--- config.mk ---
export PLATFORM = sky130hd
export DESIGN_NAME = dl11_multi
export DESIGN_NICKNAME = d
export VERILOG_FILES = /design/src/rtl/dl11_pkg.sv /design/src/rtl/dl11_rx_fifo.sv /design/src/rtl/dl11_multi.sv
export SDC_FILE = /design/constraint.sdc
export NUM_CORES = 1
export LEC_CHECK = 0
export BUFFER_PORTS_ARGS = -buffer_cell sky130_fd_sc_hd__buf_4
export CORE_UTILIZATION = 30
export CTS_CLUSTER_DIAMETER = 100
export CTS_CLUSTER_SIZE = 40
export DETAILED_ROUTE_END_ITERATION = 10
export GPL_TIMING_DRIVEN = 0
export PLACE_DENSITY = 0.45
export SETUP_SLACK_MARGIN = 0.05
export SLEW_MARGIN = 20
export SYNTH_ARGS = -nofsm -noshare
export SYNTH_HDL_FRONTEND = slang
export SYNTH_SLANG_ARGS = --single-unit
--- constraint.sdc ---
create_clock -name i_clk -period 5.4 [get_ports i_clk]
set_input_delay 0.27 -clock i_clk [delete_from_list [all_inputs] [get_ports i_clk]]
set_output_delay 0.27 -clock i_clk [all_outputs]
set_load 0.01 [all_outputs]
--- src/rtl/dl11_pkg.sv ---
// dl11_pkg: shared definitions for the multi-channel DL11 register block.
//   Register offsets within a channel's 8-byte window, CSR/RBUF bit
//   positions, the transmit state type and the channel base-address helper.
package dl11_pkg;

    localparam logic [2:0] RCSR_OFS = 3'd0;
    localparam logic [2:0] RBUF_OFS = 3'd2;
    localparam logic [2:0] XCSR_OFS = 3'd4;
    localparam logic [2:0] XBUF_OFS = 3'd6;

    localparam int DONE_BIT = 7;
    localparam int IE_BIT   = 6;
    localparam int OVR_BIT  = 14;
    localparam int ERR_BIT  = 15;

    typedef enum logic [1:0] {
        TX_IDLE = 2'd0,
        TX_SEND = 2'd1,
        TX_WAIT = 2'd2
    } tx_state_t;

    // Channel 0 is the console; channels 1.. are packed 8 bytes apart
    // starting at the alternate base.
    function automatic logic [15:0] chan_base(input int k,
                                              input logic [15:0] cons,
                                              input logic [15:0] alt);
        if (k == 0)
            return cons;
        else
            return alt + 16'(8 * (k - 1));
    endfunction

endpackage

--- src/rtl/dl11_rx_fifo.sv ---
// dl11_rx_fifo: per-channel receive FIFO.
//   i_clk, i_reset : clock, synchronous active-high reset
//   i_push, i_data : write one byte (accepted when not full, or when a pop
//                    happens in the same cycle)
//   i_pop          : remove the head (ignored when empty)
//   o_head         : byte at the read pointer (stale when empty)
//   o_full, o_empty: occupancy flags
module dl11_rx_fifo #(
    parameter int DEPTH = 16
) (
    input  logic       i_clk,
    input  logic       i_reset,
    input  logic       i_push,
    input  logic       i_pop,
    input  logic [7:0] i_data,
    output logic [7:0] o_head,
    output logic       o_full,
    output logic       o_empty
);

    localparam int AW = $clog2(DEPTH);

    logic [7:0]    r_mem [DEPTH];
    logic [AW-1:0] r_wr_ptr;
    logic [AW-1:0] r_rd_ptr;
    logic [AW:0]   r_count;

    logic w_pop;
    logic w_push;

    assign o_full  = (r_count == (AW+1)'(DEPTH));
    assign o_empty = (r_count == '0);
    assign o_head  = r_mem[r_rd_ptr];

    // A pop in the same cycle frees the slot the push lands in.
    assign w_pop  = i_pop & ~o_empty;
    assign w_push = i_push & (~o_full | w_pop);

    always_ff @(posedge i_clk) begin
        if (w_push)
            r_mem[r_wr_ptr] <= i_data;
    end

    always_ff @(posedge i_clk) begin
        if (i_reset) begin
            r_wr_ptr <= '0;
            r_rd_ptr <= '0;
            r_count  <= '0;
        end else begin
            if (w_push)
                r_wr_ptr <= r_wr_ptr + AW'(1);
            if (w_pop)
                r_rd_ptr <= r_rd_ptr + AW'(1);
            case ({w_push, w_pop})
                2'b10:   r_count <= r_count + (AW+1)'(1);
                2'b01:   r_count <= r_count - (AW+1)'(1);
                default: r_count <= r_count;
            endcase
        end
    end

endmodule

--- src/rtl/dl11_multi.sv ---
// dl11_multi: NCH-channel DL11 serial line register block.
//   i_clk, i_reset         : clock, synchronous active-high reset
//   i_addr, i_wdata        : latched bus address, write data
//   i_rd, i_wr, i_byte     : one-cycle read/write strobes, byte-write flag
//   o_rdata, o_hit         : combinational read data and address hit
//   i_rx_data, i_rx_valid  : received bytes from uart_rx, one pulse each
//   o_tx_data, o_tx_send   : byte and level send request to uart_tx
//   i_tx_ready             : transmitter idle
//   o_rx_irq, o_tx_irq     : level interrupt requests per channel
module dl11_multi
    import dl11_pkg::*;
#(
    parameter int          NCH        = 2,
    parameter logic [15:0] CONS_ADRS  = 16'o177560,
    parameter logic [15:0] ALT_ADRS   = 16'o176500,
    parameter int          FIFO_DEPTH = 16
) (
    input  logic             i_clk,
    input  logic             i_reset,
    input  logic [15:0]      i_addr,
    input  logic [15:0]      i_wdata,
    input  logic             i_rd,
    input  logic             i_wr,
    input  logic             i_byte,
    output logic [15:0]      o_rdata,
    output logic             o_hit,
    input  logic [8*NCH-1:0] i_rx_data,
    input  logic [NCH-1:0]   i_rx_valid,
    output logic [8*NCH-1:0] o_tx_data,
    output logic [NCH-1:0]   o_tx_send,
    input  logic [NCH-1:0]   i_tx_ready,
    output logic [NCH-1:0]   o_rx_irq,
    output logic [NCH-1:0]   o_tx_irq
);

    logic [2:0]        w_ofs;
    logic              w_wr_lo;
    logic [NCH-1:0]    w_sel;
    logic [16*NCH-1:0] w_rd_all;
    logic              w_unused;

    assign w_ofs    = {i_addr[2:1], 1'b0};
    // Word writes and even-byte writes carry the CSR low byte; odd-byte
    // writes only touch the unused high byte and are dropped.
    assign w_wr_lo  = i_wr & (~i_byte | ~i_addr[0]);
    assign w_unused = &{1'b0, i_wdata[15:8]};

    for (genvar k = 0; k < NCH; k++) begin : g_ch
        localparam logic [15:0] BASE = chan_base(k, CONS_ADRS, ALT_ADRS);

        logic      w_empty;
        logic      w_full;
        logic [7:0] w_head;
        logic      w_rbuf_rd;
        logic      w_pop;
        logic      w_done;
        logic      w_ready;
        logic      w_xbuf_wr;
        logic [15:0] w_rd;
        tx_state_t r_tx_state;
        tx_state_t w_tx_next;
        logic      r_ovr;
        logic      r_rie;
        logic      r_xie;
        logic [7:0] r_xbuf;

        assign w_sel[k]   = (i_addr[15:3] == BASE[15:3]);
        assign w_rbuf_rd  = i_rd & w_sel[k] & (w_ofs == RBUF_OFS);
        assign w_pop      = w_rbuf_rd & ~w_empty;
        assign w_done     = ~w_empty;
        assign w_ready    = (r_tx_state == TX_IDLE) & i_tx_ready[k];
        assign w_xbuf_wr  = w_wr_lo & w_sel[k] & (w_ofs == XBUF_OFS);

        dl11_rx_fifo #(.DEPTH(FIFO_DEPTH)) u_fifo (
            .i_clk   (i_clk),
            .i_reset (i_reset),
            .i_push  (i_rx_valid[k]),
            .i_pop   (w_pop),
            .i_data  (i_rx_data[8*k +: 8]),
            .o_head  (w_head),
            .o_full  (w_full),
            .o_empty (w_empty)
        );

        always_ff @(posedge i_clk) begin
            if (i_reset) begin
                r_ovr  <= 1'b0;
                r_rie  <= 1'b0;
                r_xie  <= 1'b0;
                r_xbuf <= 8'h00;
            end else begin
                if (i_rx_valid[k] & w_full & ~w_pop)
                    r_ovr <= 1'b1;
                else if (w_rbuf_rd)
                    r_ovr <= 1'b0;
                if (w_wr_lo & w_sel[k] & (w_ofs == RCSR_OFS))
                    r_rie <= i_wdata[IE_BIT];
                if (w_wr_lo & w_sel[k] & (w_ofs == XCSR_OFS))
                    r_xie <= i_wdata[IE_BIT];
                // XBUF always takes the data; only a write while READY sends it.
                if (w_xbuf_wr)
                    r_xbuf <= i_wdata[7:0];
            end
        end

        always_ff @(posedge i_clk) begin
            if (i_reset)
                r_tx_state <= TX_IDLE;
            else
                r_tx_state <= w_tx_next;
        end

        always_comb begin
            w_tx_next = r_tx_state;
            case (r_tx_state)
                TX_IDLE: if (w_xbuf_wr & w_ready) w_tx_next = TX_SEND;
                TX_SEND: if (~i_tx_ready[k])      w_tx_next = TX_WAIT;
                TX_WAIT: if (i_tx_ready[k])       w_tx_next = TX_IDLE;
                default:                          w_tx_next = TX_IDLE;
            endcase
        end

        always_comb begin
            w_rd = 16'h0000;
            if (w_sel[k]) begin
                case (w_ofs)
                    RCSR_OFS: begin
                        w_rd[DONE_BIT] = w_done;
                        w_rd[IE_BIT]   = r_rie;
                    end
                    RBUF_OFS: begin
                        w_rd[7:0]     = w_head;
                        w_rd[OVR_BIT] = r_ovr;
                        w_rd[ERR_BIT] = r_ovr;
                    end
                    XCSR_OFS: begin
                        w_rd[DONE_BIT] = w_ready;
                        w_rd[IE_BIT]   = r_xie;
                    end
                    XBUF_OFS: w_rd[7:0] = r_xbuf;
                    default:  w_rd = 16'h0000;
                endcase
            end
        end

        assign w_rd_all[16*k +: 16] = w_rd;
        assign o_tx_send[k]         = (r_tx_state == TX_SEND);
        assign o_tx_data[8*k +: 8]  = r_xbuf;
        assign o_rx_irq[k]          = w_done & r_rie;
        assign o_tx_irq[k]          = w_ready & r_xie;
    end

    always_comb begin
        o_rdata = 16'h0000;
        for (int i = 0; i < NCH; i++)
            o_rdata = o_rdata | w_rd_all[16*i +: 16];
    end

    assign o_hit = |w_sel;

endmodule

======== Yosys cells after proc, flatten, opt, wreduce, memory -nomap -nowiden ========
Memory sizes are Yosys's and may differ from the RTL's. A register that Yosys moved wholly into a read port is not among the register bits.
Cells that the tools add are included.
W data, S select, Z words.
storage, ports and cells
  register bits after elaboration ......... 52
  RAM bits ................................ 256
  logic and storage cells ................. 132
  memories ................................ 2
operators by class
  $add $sub $neg .......................... 8
  equality and inequality tests ........... 21
  muxes and demuxes ....................... 30
  bitwise operators ....................... 43
  reduce and logical (&&, ||, !) cells .... 12
memories
  name                  words  bits a word  rd ports  clocked after Yosys merged registers in  wr ports  line                RTL
  g_ch[0].u_fifo.r_mem  16     8            1         1                                        1         dl11_rx_fifo.sv:23  logic [7:0] r_mem [DEPTH];
  g_ch[1].u_fifo.r_mem  16     8            1         1                                        1         dl11_rx_fifo.sv:23
operators with widths
  cell                    count
  $mux W16                2
  $and A1 B1 Y1           31
  $eq A13 B13 Y1 const B  2
  $pmux W6 S2             2
  $pmux W5 S2             2
  $add A4 B1 Y4 const B   4
  $mux W2                 8
  $mux W4                 4
  $or A16 B16 Y16         1
  $pmux W2 S4             2
  $eq A2 B2 Y1 const B    6
  $pmux W2 S3             2
  $add A5 B1 Y5 const B   2
  $eq A2 B1 Y1 const B    5
  $eq A5 B5 Y1 const B    2
  $logic_not A5 Y1        2
  $sub A5 B1 Y5 const B   2
  $mux W1                 8
  $ne A2 B2 Y1 const B    4
  $not A1 Y1              8
  $reduce_bool A2 Y1      4
  $reduce_and A3 Y1       2
  $logic_not A2 Y1        2
  $ne A2 B1 Y1 const B    2
  other kinds (3)         5

======== Logic depth before layout (Yosys ltp) ========
  word-level depth ........................ 9
  mapped depth ............................ 14

======== By module ========
Synthesis repeated with hierarchy kept, for this count alone.
second synthesis, totals
  cell total of the unflattened synthesis .. 849
  area, all modules ....................... 13441.6 um^2
by module, submodules not included
  module        instances  cells an instance  area each (um^2)  seq. area each (um^2)
  dl11_rx_fifo  2          326                5858.1            4184.0
  dl11_multi    1          197                1725.4            520.5

======== Least setup slack after synthesis ========
Ideal clock, no wire load.
  kind .................................... input-to-reg
  start point ............................. input port i_addr[3]
  end point ............................... register g_ch[0].u_fifo.r_count[4]
  setup time .............................. 121 ps
  arrival ................................. 3064 ps
  data required time ...................... 5279 ps
  path slack .............................. 2216 ps
  cell stages on the path ................. 13
  buffers on the path ..................... 1
  path through ............................ nand2b_1 -> or4_4 -> o2bb2ai_4 -> inv_1 -> ha_1 -> clkbuf_1 -> xor2_1 -> ha_1 -> inv_1 -> o21ai_0 -> a21o_1 -> a221oi_1 -> mux2_2
on the way
  word-level cells in the longest chain between the ends .. 9
RTL lines
  item                                               line                RTL
  start: declaration                                 dl11_multi.sv:20    input logic [15:0] i_addr,
  $eq A13 B13 Y1 (*)                                 dl11_multi.sv:67    assign w_sel[k] = (i_addr[15:3] == BASE[15:3]);
  $and A1 B1 Y1 (*) (2 in a row)                     dl11_multi.sv:68    assign w_rbuf_rd = i_rd & w_sel[k] & (w_ofs == RBUF_OFS);
  $and A1 B1 Y1 (*)                                  dl11_multi.sv:69    assign w_pop = w_rbuf_rd & ~w_empty;
  $and A1 B1 Y1 (*)                                  dl11_rx_fifo.sv:36  assign w_pop = i_pop & ~o_empty;
  $or A1 B1 Y1                                       dl11_rx_fifo.sv:37  assign w_push = i_push & (~o_full | w_pop);
  $and A1 B1 Y1                                      dl11_rx_fifo.sv:37
  $eq A2 B1 Y1 or $eq A2 B2 Y1 (tied branches)       dl11_rx_fifo.sv:54  case ({w_push, w_pop})
  $pmux W5 S2 or $reduce_bool A2 Y1 (tied branches)  n/a
  end signal: assignment                             dl11_rx_fifo.sv:55  2'b10: r_count <= r_count + (AW+1)'(1);
  end signal: assignment                             dl11_rx_fifo.sv:56  2'b01: r_count <= r_count - (AW+1)'(1);
  end signal: assignment                             dl11_rx_fifo.sv:57  default: r_count <= r_count;
  end: declaration                                   dl11_rx_fifo.sv:26  logic [AW:0] r_count;
Mark *: on every way between the ends. The rest lies on a longest branch, timed or not.
A chain may end at the register's enable or synchronous reset.

==> results.yml <==
sta:
  drv_slew: 0
  rsz0062_at_grt: "false"
  setup_viol: 0
  whs_ns: 0.04556
  worst_pin_slew_ns: 1.080
  maxSlewHeadroom_pct: 27.33
  period_needed_ns: 4.274
  fin_crit_sh_pct: 79.15
  worst_slack_ns: 1.126
  hold_viol_final: 0
  skew_ns: 0.02548
  timing.fmax_ghz: 0.2340
  setup-tns-final_ns: 0
power_and_ir_drop:
  p_leak_nw: 4.950
  seq_power_share_pct: 62.8
  cellPowerDensity_mw_per_mm2: 279.1
  p_sw_mw: 0.9551
  clkPwrFrac_pct: 32.5
  swShare_pct: 22.48
  internal_power_mw: 3.294
  combPwrFrac_pct: 4.7
  power_mw: 4.249
  peakVddDrop_mv: 0.1733
route:
  wl_um: 33290
  drc: 0
  via_per_inst: 4.775
  first_pass_iters: 5
  post_drt_wl_per_cell_um: 21.94
  final_antenna_net_count: 0
  drtIter0Drc: 565
  vias: 7244
synth:
  syn_area_per_cell_um2: 16.36
  postSynth.asyncResetShare_pct: 0
  ys_seq_area_share_pct: 67.42
  synth-edff-count: 256
  synthCells: 806
  yosysUniqueCellTypes: 60
  synth_flop_cell: "edfxtp_1"
  ys_warn_count: 0
  synth_seq_cells: 316
  syn_area_mm2: 0.01318
setup_path:
  worstSetupEndpointType: "primary output"
  worst-path-max-fanout: 10
  critical_path_class: "reg -> out"
  crit_required_ns: 5.13
  arrival_ns: 4.00
  start_kind: "register"
grt:
  grt.overflow.total: 0
  track_usage_pct: 15.09
  grt_pass1_vias: 7345
  grt_start_max_net_pins: 41
  antenna_found_initial: 0
  grt_pass1_wl_um: 49250
floorplan:
  core_area_mm2: 0.04317
  ios: 96
  die_h_um: 211.6
  die_area_mm2: 0.04479
  start_util_pct: 30.54
  die_width_um: 211.6
  rows: 76
clock_tree:
  cts.htree.levels: 1
  cts_tree: "yes"
  max-clock-path-buffers: 3
  post_cts_buffers: 0
  cts-root-buf: "clkbuf_16"
  cts_inserted_buffers: 14
  clkSinkCount: 316
  path_clk_slew_ns: 0.13
  clk_latency_ns: 0.51
place:
  gp_congestion: 0.7852
  port_buffers: 80
  place_area_mm2: 0.01464
  hpwlAfterDp_um: 23560
  dp_worst_setup_slack_ns: 1.548
outcome:
  status: "finished clean"
worst_hold_path:
  hold_class: "in -> reg"
final_layout:
  syn_to_final_growth_pct: 15.49
  design_area_mm2: 0.01523
  nFillCells: 4173
  drive_gt1_share_pct: 25.54
  n_antenna_cell: 0
  nets: 1000
run:
  maxCapViolations: 0
logic make-up (layout without fill, tap and decap cells):
| family | count (synthesis) | in the layout | synth area share (%) |
|---|---|---|---|
| buffers and inverters | 64 | 185 | 2.287 |
| other | 1 | 6 | 0.02844 |
| adder cells (fa/ha/maj) | 19 | 19 | 1.860 |
| AO/OA/AOI/OAI | 70 | 70 | 4.024 |
| flip-flops | 316 | 316 | 67.42 |
| AND/OR/NAND/NOR | 194 | 194 | 7.839 |
| XOR/XNOR | 16 | 16 | 1.063 |
| multiplexers | 126 | 126 | 15.48 |
final timing paths:
kind                                           from                                      to  slack (ns)  depth (start not counted)
min reg2reg              g_ch[1].r_xie$_SDFFE_PP0P_              g_ch[1].r_xie$_SDFFE_PP0P_        0.49                          2
max                                        register                              o_rdata[2]        1.13                          7
min                                    i_rx_data[5]    g_ch[0].u_fifo.r_mem[7][5]$_DFFE_PP_        0.05                          1
max reg2reg  g_ch[0].u_fifo.r_count[1]$_SDFFE_PP0P_  g_ch[0].u_fifo.r_count[4]$_SDFFE_PP0P_        1.79                         14
power by group through the flow:
stage / registers, mW / logic (mW) / clock network (mW)
final: 2.67 / 0.199 / 1.38
after global routing: 2.67 / 0.221 / 1.51
after CTS: 2.67 / 0.204 / 1.43
after detailed placement: 2.73 / 0.197 / 0
after global placement: 2.73 / 0.188 / 0
after floorplan: 2.72 / 0.0928 / 0
critical path, cell delays in order (launching register included):
cell,delay (ns)
dfxtp_1,0.33
clkbuf_1,0.58
clkbuf_1,0.61
mux4_2,0.40
mux2_2,0.30
a222oi_1,0.66
o211ai_1,0.35
buf_4,0.24
synthesized netlist by cell type, types with 12 or more instances:
| library cell | number | area share (%) |
|---|---|---|
| edfxtp_1 | 256 | 58 |
| nor2_1 | 75 | 2.1 |
| dfxtp_1 | 60 | 9.1 |
| mux4_2 | 60 | 10 |
| mux2i_1 | 46 | 3.5 |
| nand2_1 | 27 | 0.77 |
| clkbuf_1 | 19 | 0.54 |
| ha_1 | 18 | 1.7 |
| mux2_2 | 18 | 1.5 |
| a21oi_1 | 13 | 0.49 |
| buf_2 | 13 | 0.49 |
| inv_1 | 13 | 0.37 |
| nand2b_1 | 13 | 0.62 |
| nand3_1 | 13 | 0.49 |
| nor3_1 | 13 | 0.49 |
| buf_4 | 12 | 0.68 |
layer usage:
metal	track usage, %	wire (um)	up-vias
li1	-	-	3350
met1	22.39	16110	3712
met2	23.82	15290	162
met3	2.062	1559	20
met4	2.399	325	0
met5	0	0	-
stage by stage:
stage	std cells	utilization, %
2_1_floorplan	811	-
6_report	1517	35.27
4_1_cts	1517	35.25
3_5_place_dp	1484	33.91
5_1_grt	1517	35.27
3_3_place_gp	1476	33.67
state kept, by name, summed over array words and instances, names as in the netlist, named ones only:
| register | flops |
|---|---|
| g_ch.r_ovr | 2 |
| g_ch.u_fifo.r_wr_ptr | 8 |
| g_ch.u_fifo.r_mem | 256 |
| g_ch.u_fifo.r_rd_ptr | 8 |
| g_ch.r_rie | 2 |
| g_ch.u_fifo.r_count | 10 |
| g_ch.r_xie | 2 |
| g_ch.r_xbuf | 16 |
| g_ch.r_tx_state | 4 |
layout make-up:
cell class	instances	area (um2)	area share, %
sequential	316	8889	58.38
multi-input combinational	431	4060	26.67
timing repair buffer	97	754.5	4.955
tap	585	732.0	4.807
clock buffer	16	379.1	2.490
buffer	51	252.7	1.660
clock inverter	8	110.1	0.7231
inverter	13	48.80	0.3205
layout by cell type (no fill, tap or decap), drive strengths merged, types with 5 or more instances in the layout:
cell / count
ha: 18
a21oi: 13
mux4: 60
nand2: 27
nor2b: 9
xnor2: 5
nor4: 8
nand4: 5
xor2: 11
clkbuf: 35
dfxtp: 60
edfxtp: 256
nor2: 76
o211ai: 6
nand3: 13
conb: 6
o22ai: 5
mux2i: 46
mux2: 20
inv: 18
or4: 6
buf: 120
nor3: 15
nand2b: 13
and3: 6
a222oi: 5
a22oi: 11
o21ai: 7
dlygate4sd3: 9
timing repair:
action / CTS / global route
gates resized for setup: 0 / 0
hold buffers: 9 / 0
endpoints found under the hold margin: 15 / 0
Note: power is estimated with default switching activity, not from simulation.
